==> src/rtl/bus_arbiter_mux_pkg.sv <==
// Shared types and defaults for the two-source valid/ready merging stage.
package bus_arbiter_mux_pkg;

    localparam int unsigned DEFAULT_WIDTH = 9;

    typedef enum logic {
        StEmpty = 1'b0,
        StFull  = 1'b1
    } state_e;

    typedef enum logic {
        SrcA = 1'b0,
        SrcB = 1'b1
    } src_e;

endpackage

==> src/rtl/bus_arbiter_mux_if.sv <==
// Bundle of the two input streams, the merged output stream and the delivery counter.
interface bus_arbiter_mux_if
    import bus_arbiter_mux_pkg::*;
#(
    parameter int unsigned WIDTH = DEFAULT_WIDTH
);

    logic [WIDTH-1:0] dataINA;
    logic             validINA;
    logic             readyINA;
    logic [WIDTH-1:0] dataINB;
    logic             validINB;
    logic             readyINB;
    logic [WIDTH-1:0] dataOUT;
    logic             srcOUT;
    logic             validOUT;
    logic             readyOUT;
    logic [7:0]       countOUT;

    // Environment side: drives the sources and the sink ready.
    modport master (
        output dataINA, validINA, dataINB, validINB, readyOUT,
        input  readyINA, readyINB, dataOUT, srcOUT, validOUT, countOUT
    );

    // Merger side.
    modport slave (
        input  dataINA, validINA, dataINB, validINB, readyOUT,
        output readyINA, readyINB, dataOUT, srcOUT, validOUT, countOUT
    );

endinterface

==> src/rtl/rr_arbiter_2.sv <==
// Two-requester round-robin arbiter; the winner of a contention is the source not granted last.
module rr_arbiter_2
    import bus_arbiter_mux_pkg::*;
(
    input  logic       clk,
    input  logic       nRst,
    input  logic       reqa,
    input  logic       reqb,
    input  logic       en,
    output logic [1:0] grant
);

    src_e last_q, last_d;

    always_comb begin
        grant  = 2'b00;
        last_d = last_q;
        if (en) begin
            if (reqa && (!reqb || last_q == SrcB)) begin
                grant = 2'b01;
            end else if (reqb) begin
                grant = 2'b10;
            end
        end
        // Any grant under enable is an accepted transfer, so history moves with it.
        if (grant[0]) begin
            last_d = SrcA;
        end else if (grant[1]) begin
            last_d = SrcB;
        end
    end

    always_ff @(posedge clk or negedge nRst) begin
        if (!nRst) begin
            last_q <= SrcB;
        end else begin
            last_q <= last_d;
        end
    end

endmodule

==> src/rtl/bus_arbiter_mux.sv <==
// Merges two valid/ready streams into one registered output stream tagged with its source.
module bus_arbiter_mux
    import bus_arbiter_mux_pkg::*;
#(
    parameter int unsigned WIDTH = DEFAULT_WIDTH
) (
    input logic              clk,
    input logic              nRst,
    bus_arbiter_mux_if.slave bus
);

    state_e           state_q, state_d;
    logic [WIDTH-1:0] data_q, data_d;
    src_e             src_q, src_d;
    logic [7:0]       count_q, count_d;
    logic             load;
    logic             take;
    logic             accept;
    logic [1:0]       grant;

    assign load = (state_q == StEmpty) || bus.readyOUT;
    assign take = (state_q == StFull) && bus.readyOUT;

    // Reset gates the enable so neither source sees ready while nRst is low.
    rr_arbiter_2 u_arb (
        .clk   (clk),
        .nRst  (nRst),
        .reqa  (bus.validINA),
        .reqb  (bus.validINB),
        .en    (load && nRst),
        .grant (grant)
    );

    assign accept       = |grant;
    assign bus.readyINA = grant[0];
    assign bus.readyINB = grant[1];

    always_comb begin
        state_d = state_q;
        data_d  = data_q;
        src_d   = src_q;
        count_d = count_q;
        if (accept) begin
            state_d = StFull;
            data_d  = grant[1] ? bus.dataINB : bus.dataINA;
            src_d   = grant[1] ? SrcB : SrcA;
        end else if (take) begin
            state_d = StEmpty;
        end
        if (take) begin
            count_d = count_q + 8'd1;
        end
    end

    always_ff @(posedge clk or negedge nRst) begin
        if (!nRst) begin
            state_q <= StEmpty;
            data_q  <= '0;
            src_q   <= SrcA;
            count_q <= 8'd0;
        end else begin
            state_q <= state_d;
            data_q  <= data_d;
            src_q   <= src_d;
            count_q <= count_d;
        end
    end

    assign bus.validOUT = (state_q == StFull);
    assign bus.dataOUT  = data_q;
    assign bus.srcOUT   = src_q;
    assign bus.countOUT = count_q;

endmodule

==> src/flat_wrapper.sv <==
// flat-port wrapper written by rule: the top's interface ports become plain ports
module bus_arbiter_mux_flat import bus_arbiter_mux_pkg::*;
#(
    parameter int unsigned WIDTH = DEFAULT_WIDTH
)
  (clk, nRst, bus_dataINA, bus_validINA, bus_dataINB, bus_validINB, bus_readyOUT, bus_readyINA, bus_readyINB, bus_dataOUT, bus_srcOUT, bus_validOUT, bus_countOUT);
  bus_arbiter_mux_if #(.WIDTH(WIDTH)) bus_i ();
  input logic clk;
  input logic nRst;
  input wire logic [$bits(bus_i.dataINA)-1:0] bus_dataINA;
  input wire logic [$bits(bus_i.validINA)-1:0] bus_validINA;
  input wire logic [$bits(bus_i.dataINB)-1:0] bus_dataINB;
  input wire logic [$bits(bus_i.validINB)-1:0] bus_validINB;
  input wire logic [$bits(bus_i.readyOUT)-1:0] bus_readyOUT;
  output wire logic [$bits(bus_i.readyINA)-1:0] bus_readyINA;
  output wire logic [$bits(bus_i.readyINB)-1:0] bus_readyINB;
  output wire logic [$bits(bus_i.dataOUT)-1:0] bus_dataOUT;
  output wire logic [$bits(bus_i.srcOUT)-1:0] bus_srcOUT;
  output wire logic [$bits(bus_i.validOUT)-1:0] bus_validOUT;
  output wire logic [$bits(bus_i.countOUT)-1:0] bus_countOUT;
  assign bus_i.dataINA = bus_dataINA;
  assign bus_i.validINA = bus_validINA;
  assign bus_i.dataINB = bus_dataINB;
  assign bus_i.validINB = bus_validINB;
  assign bus_i.readyOUT = bus_readyOUT;
  assign bus_readyINA = bus_i.readyINA;
  assign bus_readyINB = bus_i.readyINB;
  assign bus_dataOUT = bus_i.dataOUT;
  assign bus_srcOUT = bus_i.srcOUT;
  assign bus_validOUT = bus_i.validOUT;
  assign bus_countOUT = bus_i.countOUT;
  bus_arbiter_mux #(.WIDTH(WIDTH)) u_core (.clk(clk), .nRst(nRst), .bus(bus_i));
endmodule
==> config.mk <==
export PLATFORM = sky130hd
export DESIGN_NAME = bus_arbiter_mux_flat
export DESIGN_NICKNAME = d
export VERILOG_FILES = /design/src/rtl/bus_arbiter_mux_pkg.sv /design/src/rtl/bus_arbiter_mux_if.sv /design/src/rtl/rr_arbiter_2.sv /design/src/rtl/bus_arbiter_mux.sv /design/src/flat_wrapper.sv
export SDC_FILE = /design/constraint.sdc
export NUM_CORES = 1
export LEC_CHECK = 0
export CORE_MARGIN = 10
export CORE_UTILIZATION = 35
export CTS_CLUSTER_DIAMETER = 200
export DETAILED_ROUTE_END_ITERATION = 12
export GPL_TIMING_DRIVEN = 0
export PLACE_DENSITY = 0.84
export RECOVER_POWER = 100
export SYNTH_ARGS = -nofsm -noshare
export SYNTH_HDL_FRONTEND = slang
export SYNTH_HIERARCHICAL = 1
export SYNTH_SLANG_ARGS = --single-unit
==> constraint.sdc <==
create_clock -name clk -period 1.8 [get_ports clk]
set_clock_uncertainty 0.2 [all_clocks]
set_input_delay 0.36 -clock clk [delete_from_list [all_inputs] [get_ports clk]]
set_output_delay 0.36 -clock clk [all_outputs]
set_load 0.01 [all_outputs]
; ---- After elaboration in Yosys (flattened, before gate mapping)
; Index checks and enable logic that the tools add are counted.
[classes]
reduce_logical = 9
bitwise = 1
add_sub_neg = 1
mux = 9
[op_table]
columns = operator, count
row1 = 9-bit 2-to-1 mux, 1
row2 = "8-bit by 1-bit adder with 8-bit output, second input constant", 1
row3 = 2-bit 2-to-1 mux, 3
row4 = 1-bit 2-to-1 mux, 5
row5 = 2-bit nonzero test, 2
row6 = 1-bit logical AND, 3
row7 = 1-bit logical OR, 2
row8 = 2-bit OR reduction, 1
row9 = 1-bit logical NOT, 1
row10 = 1-bit inverter, 1
[totals]
word_cells = 25
output_inout_bits = 21
register_bits = 20

; ---- Depth between registers and ports, before layout
; Gate-level depths: netlist of the first run.
[depth]
depth_word = 7
depth_mapped = 7
ltp_nobuf = 6

; ---- By module
; The synthesis of the first run kept the hierarchy.
[modules_own_cells]
columns = module, cells_per_inst, area_each_um2, n_inst, seq_area_each_um2
row1 = bus_arbiter_mux, 75, 850.8, 1, 475.5
row2 = rr_arbiter_2, 8, 62.6, 1, 26.3

; ---- Worst setup path after synthesis of the first run
; Ideal clock, no wire load.
[synth_timing]
path_type = reg-to-reg
start = reg u_core.state_q (netlist: u_core/bus.validOUT)
end = reg u_core.data_q[0] (netlist: u_core/bus.dataOUT[0])
path_buffers = 1
path_stages_with_launch = 7
t_required_ps = 1467
slack_ps = -137
setup_time_ps = 133
period_less_slack_ps = 1937
t_arrival_ps = 1603
cell_sequence = dfrtp_1 -> a21boi_0 -> nand2_1 -> a21oi_1 -> buf_4 -> mux2i_1 -> o21ai_0
[synth_via]
elab_chain_len = 5
word_cells_on_any_way = 6
cone_classes = mux: 2 / bitwise: 1 / reduce/logical: 3
[synth_rtl]
columns = element, line
row1 = start: declaration, bus_arbiter_mux.sv:12  ; state_e state_q, state_d;
row2 = start signal: assignment, bus_arbiter_mux.sv:57  ; state_q <= StEmpty;
row3 = start signal: assignment, bus_arbiter_mux.sv:62  ; state_q <= state_d;
row4 = 1-bit inverter, bus_arbiter_mux.sv:21  ; assign load = (state_q == StEmpty) || bus.readyOUT;
row5 = 1-bit logical OR, bus_arbiter_mux.sv:21
row6 = 1-bit logical AND, bus_arbiter_mux.sv:30  ; .en (load && nRst),
row7 = 2-bit 2-to-1 mux, rr_arbiter_2.sv:18  ; if (en) begin
row8 = via bus_readyINA, flat_wrapper.sv:15  ; output wire logic [$bits(bus_i.readyINA)-1:0] bus_readyINA;
row9 = 2-bit OR reduction, bus_arbiter_mux.sv:34  ; assign accept = |grant;
row10 = end signal: assignment, bus_arbiter_mux.sv:63  ; data_q <= data_d;
row11 = end: declaration, bus_arbiter_mux.sv:13  ; logic [WIDTH-1:0] data_q, data_d;
; The timed path passes the listed nets, and every way through them passes these cells.
; A chain may end at the register's enable or synchronous reset.

; ---- Final worst setup path of the first run
[layout_timing]
start = reg u_core.state_q (netlist: u_core/bus.validOUT)
end = out bus_readyINB
[layout_via]
elab_chain_len = 4
[layout_rtl]
columns = element, line
row1 = 1-bit inverter, bus_arbiter_mux.sv:21
row2 = 1-bit logical OR, bus_arbiter_mux.sv:21
row3 = 1-bit logical AND, bus_arbiter_mux.sv:30
row4 = 2-bit 2-to-1 mux, rr_arbiter_2.sv:18
row5 = end: declaration, flat_wrapper.sv:16  ; output wire logic [$bits(bus_i.readyINB)-1:0] bus_readyINB;
; No other way between the ends.

==> impl_metrics.ini, run 1 <==
[timing]
final-setup-viol-count = 2
grt_setup_unrepaired = yes
report.final.slew_viol_count = 0
post-route-worst-setup-slack_ps = -44.2
clock.fmax_ghz = 0.542
finalCritPeriodShare_pct = 102
fin_worst_hold_slack_ps = 266
worst-slew-pin-transition_ps = 894
fin_crit_ps = 1840
finalHoldViolations = 0
max-slew-margin-rel_pct = 40.2

[synth]
synth.yosys.seq_area_share_pct = 54.9
synth.avg_cell_area_sq_um = 11.0
synth.largest_area_cell = dfrtp_1
mappedNetlistNets = 107
synth_cells = 83
synth.cell_area_sq_um = 913
ys_ff_latch = 20
synth_largest_type_area_fraction_pct = 52.1
synth.top_cells.by_area = dfrtp_1, mux2i_1, nand2_1
yosys_warnings = 6
synth_cell_types = 23

[routing]
dr_wl_cell_um = 16.1
routed_wirelength_mm = 2.72
vias = 815
detailedRoute.firstIterationViolations = 17
routed_via_density = 4.82
drt_drc_violations_left = 0
drt_pass1_iterations = 4
postRouteAntennaNets = 0

[worst_setup_path]
critical_path.endpoint_type = primary output
critPathLaunchType = flop
cp.required_ps = 1240
critical_path_peak_fanout = 3
worst-setup-path-type = reg -> out
critical_path_at_ps = 1280

[layout]
insertedDiodeCount = 0
nets = 164
final_layout_size_suffix_gt1_share_pct = 18.7
area_growth_syn_to_layout_pct = 65.1

[clocking]
cts_tree = done
cts_inserted_buffers = 3
cts.clk_slew.worst_paths_ps = 110
clk_latency_ps = 290
htree_num_levels = 1
root_buffer_cell = clkbuf_4
clock_path_buffers = 2
clock_sink_count = 20

[power]
peakVddDrop_v = 0.000739
tot_pwr_mw = 1.65
p_seq_share_pct = 41.5
p_sw_share_pct = 32.5
proportion_of_power_drawn_by_combinational_gates_pct = 43.4
cellPowerDensity_nw_per_um2 = 1090
switching_power_summed_over_all_nets_mw = 0.535
cellLeakagePower_nw = 0.796
pwr-share-clk_pct = 15.1
p_int_mw = 1.11

[global_route]
grtUsageTotal_pct = 11.3
first_global_vias = 999
initial_antenna_violation_count = 0
grt_pass1_wl_mm = 4.73
global_route.overflow_total = 0
grt_max_degree = 21

[floorplan]
initial_core_util_pct = 36.9
dieArea_sq_um = 5050
dieHeight_um = 71.1
fp.dieW_um = 71.1
core-area_sq_um = 2480
ios = 44
placementRows = 18

[place]
port_buffers = 43
place_congestion = 0.723
hpwlAfterDp_mm = 2.09

[run_status]
outcome = complete, but fails checks
failed_checks = setup timing

[run]
drv_cap = 0

[min_path]
hold_path.class = reg -> reg
==> flip-flops by register name, indices dropped and copies added (netlist names) <==
register,count
u_core/bus.countOUT,8
u_core/bus.dataOUT,9
u_core/bus.srcOUT,1
u_core/bus.validOUT,1
u_core/u_arb/last_q,1
==> worst max-delay path, cell delays in order, from the launching register on <==
cell,delay (ps)
dfrtp_1,420
a21boi_2,200
nand2_2,90
a21oi_2,130
buf_2,160
==> cells by family after synthesis <==
group	after synthesis	share of synthesized area, %
and+or+nand+nor	23	12.7
DFF	20	54.9
AOI/OAI and AO/OA	16	10.3
muxes	10	11.1
xor gates and xnor gates	7	6.71
buffers and inverters	6	2.88
adders and majority gates	1	1.37
==> worst paths after layout <==
kind	startpoint	to	slack, ps	depth (start not counted)
max in group asynchronous	nRst	u_core/bus.dataOUT[7]	330	2
max	u_core/bus.validOUT	bus_readyINB	-40	4
min	u_core/bus.countOUT[7]	u_core/bus.countOUT[7]	270	1
min reg2reg	u_core/bus.countOUT[7]	u_core/bus.countOUT[7]	270	1
max reg2reg	u_core/bus.validOUT	u_core/bus.dataOUT[4]	70	6
min in group asynchronous	nRst	u_core/bus.countOUT[2]	530	2
==> cell usage after synthesis, drive strengths merged <==
master,n
a211o,1
a21bo,1
a21boi,1
a21o,1
a21oi,2
buf,1
clkbuf,2
dfrtp,19
dfstp,1
ha,1
inv,3
mux2,1
mux2i,9
nand2,16
nand3,2
nor2,2
nor3,2
nor4,1
o21ai,10
xnor2,2
xor2,5
==> layout by cell type (no fill, tap or decap), types with 2 or more instances in the layout <==
master	count
buf_4	10
dlygate4sd2_1	7
o21ai_0	10
a21oi_2	2
nand2_1	15
xor2_1	5
clkdlybuf4s50_1	23
nand3_1	2
nor2_1	2
buf_2	2
inv_1	3
mux2i_1	9
dlymetal6s2s_1	10
dfrtp_1	19
clkbuf_4	4
xnor2_1	2
==> through the flow <==
| stage | setup WS [ps] | instance area, sq um | TNS [ps] | std cells | util [%] |
|---|---|---|---|---|---|
| floorplan | 57.2 | 917 | 0 | 83 | - |
| global route | -167 | 1510 | -846 | 169 | 60.9 |
| global placement | -1420 | 1390 | -15600 | 156 | 55.9 |
| detailed placement | -1500 | 1390 | -16990 | 156 | 55.9 |
| CTS | -49.5 | 1460 | -69.6 | 167 | 59.1 |
| finish | -44.2 | 1510 | -84.3 | 169 | 60.9 |
==> power groups by stage <==
stage / logic, mW / clock network [mW] / registers (mW)
floorplan: 0.206 / 0 / 0.771
global placement: 0.642 / 0 / 0.713
detailed placement: 0.665 / 0 / 0.726
CTS: 0.739 / 0.261 / 0.690
global route: 0.800 / 0.283 / 0.707
finish: 0.714 / 0.249 / 0.684
==> layer usage <==
metal  global-route usage, %  part of all wire, %  vias up
li1                        -                    -      391
met1                    11.3                   38      393
met2                    20.5                   52       31
met3                    5.44                  9.6        0
met4                    2.58                    0        0
met5                       0                    0        -
==> timing repair <==
| action | CTS | global route |
|---|---|---|
| endpoints found under the setup margin | 23 | 22 |
| hold endpoints to repair | 20 | 0 |
| resized for setup | 24 | 15 |
| pin swaps | 1 | 2 |
| buffers inserted | 7 | 2 |
| hold buffers | 1 | 0 |
==> layout make-up <==
type,count,area [sq um]
fill,241,970
clock buffer,4,36.3
sequential,20,502
multi-input combinational,57,397
inverter,3,11.3
tap,30,37.5
timing repair buffer,53,512
buffer,2,12.5
No activity file was read; power rests on OpenSTA's default activity.
==> run 2: changes to the inputs <==
--- a/config.mk
+++ b/config.mk
@@ -12,6 +12,7 @@
 export GPL_TIMING_DRIVEN = 0
 export PLACE_DENSITY = 0.84
 export RECOVER_POWER = 100
+export SLEW_MARGIN = 20
 export SYNTH_ARGS = -nofsm -noshare
 export SYNTH_HDL_FRONTEND = slang
 export SYNTH_HIERARCHICAL = 1
==> results of run 2 <==
The final DEF is identical to that of run 1; final timing and power are the same.
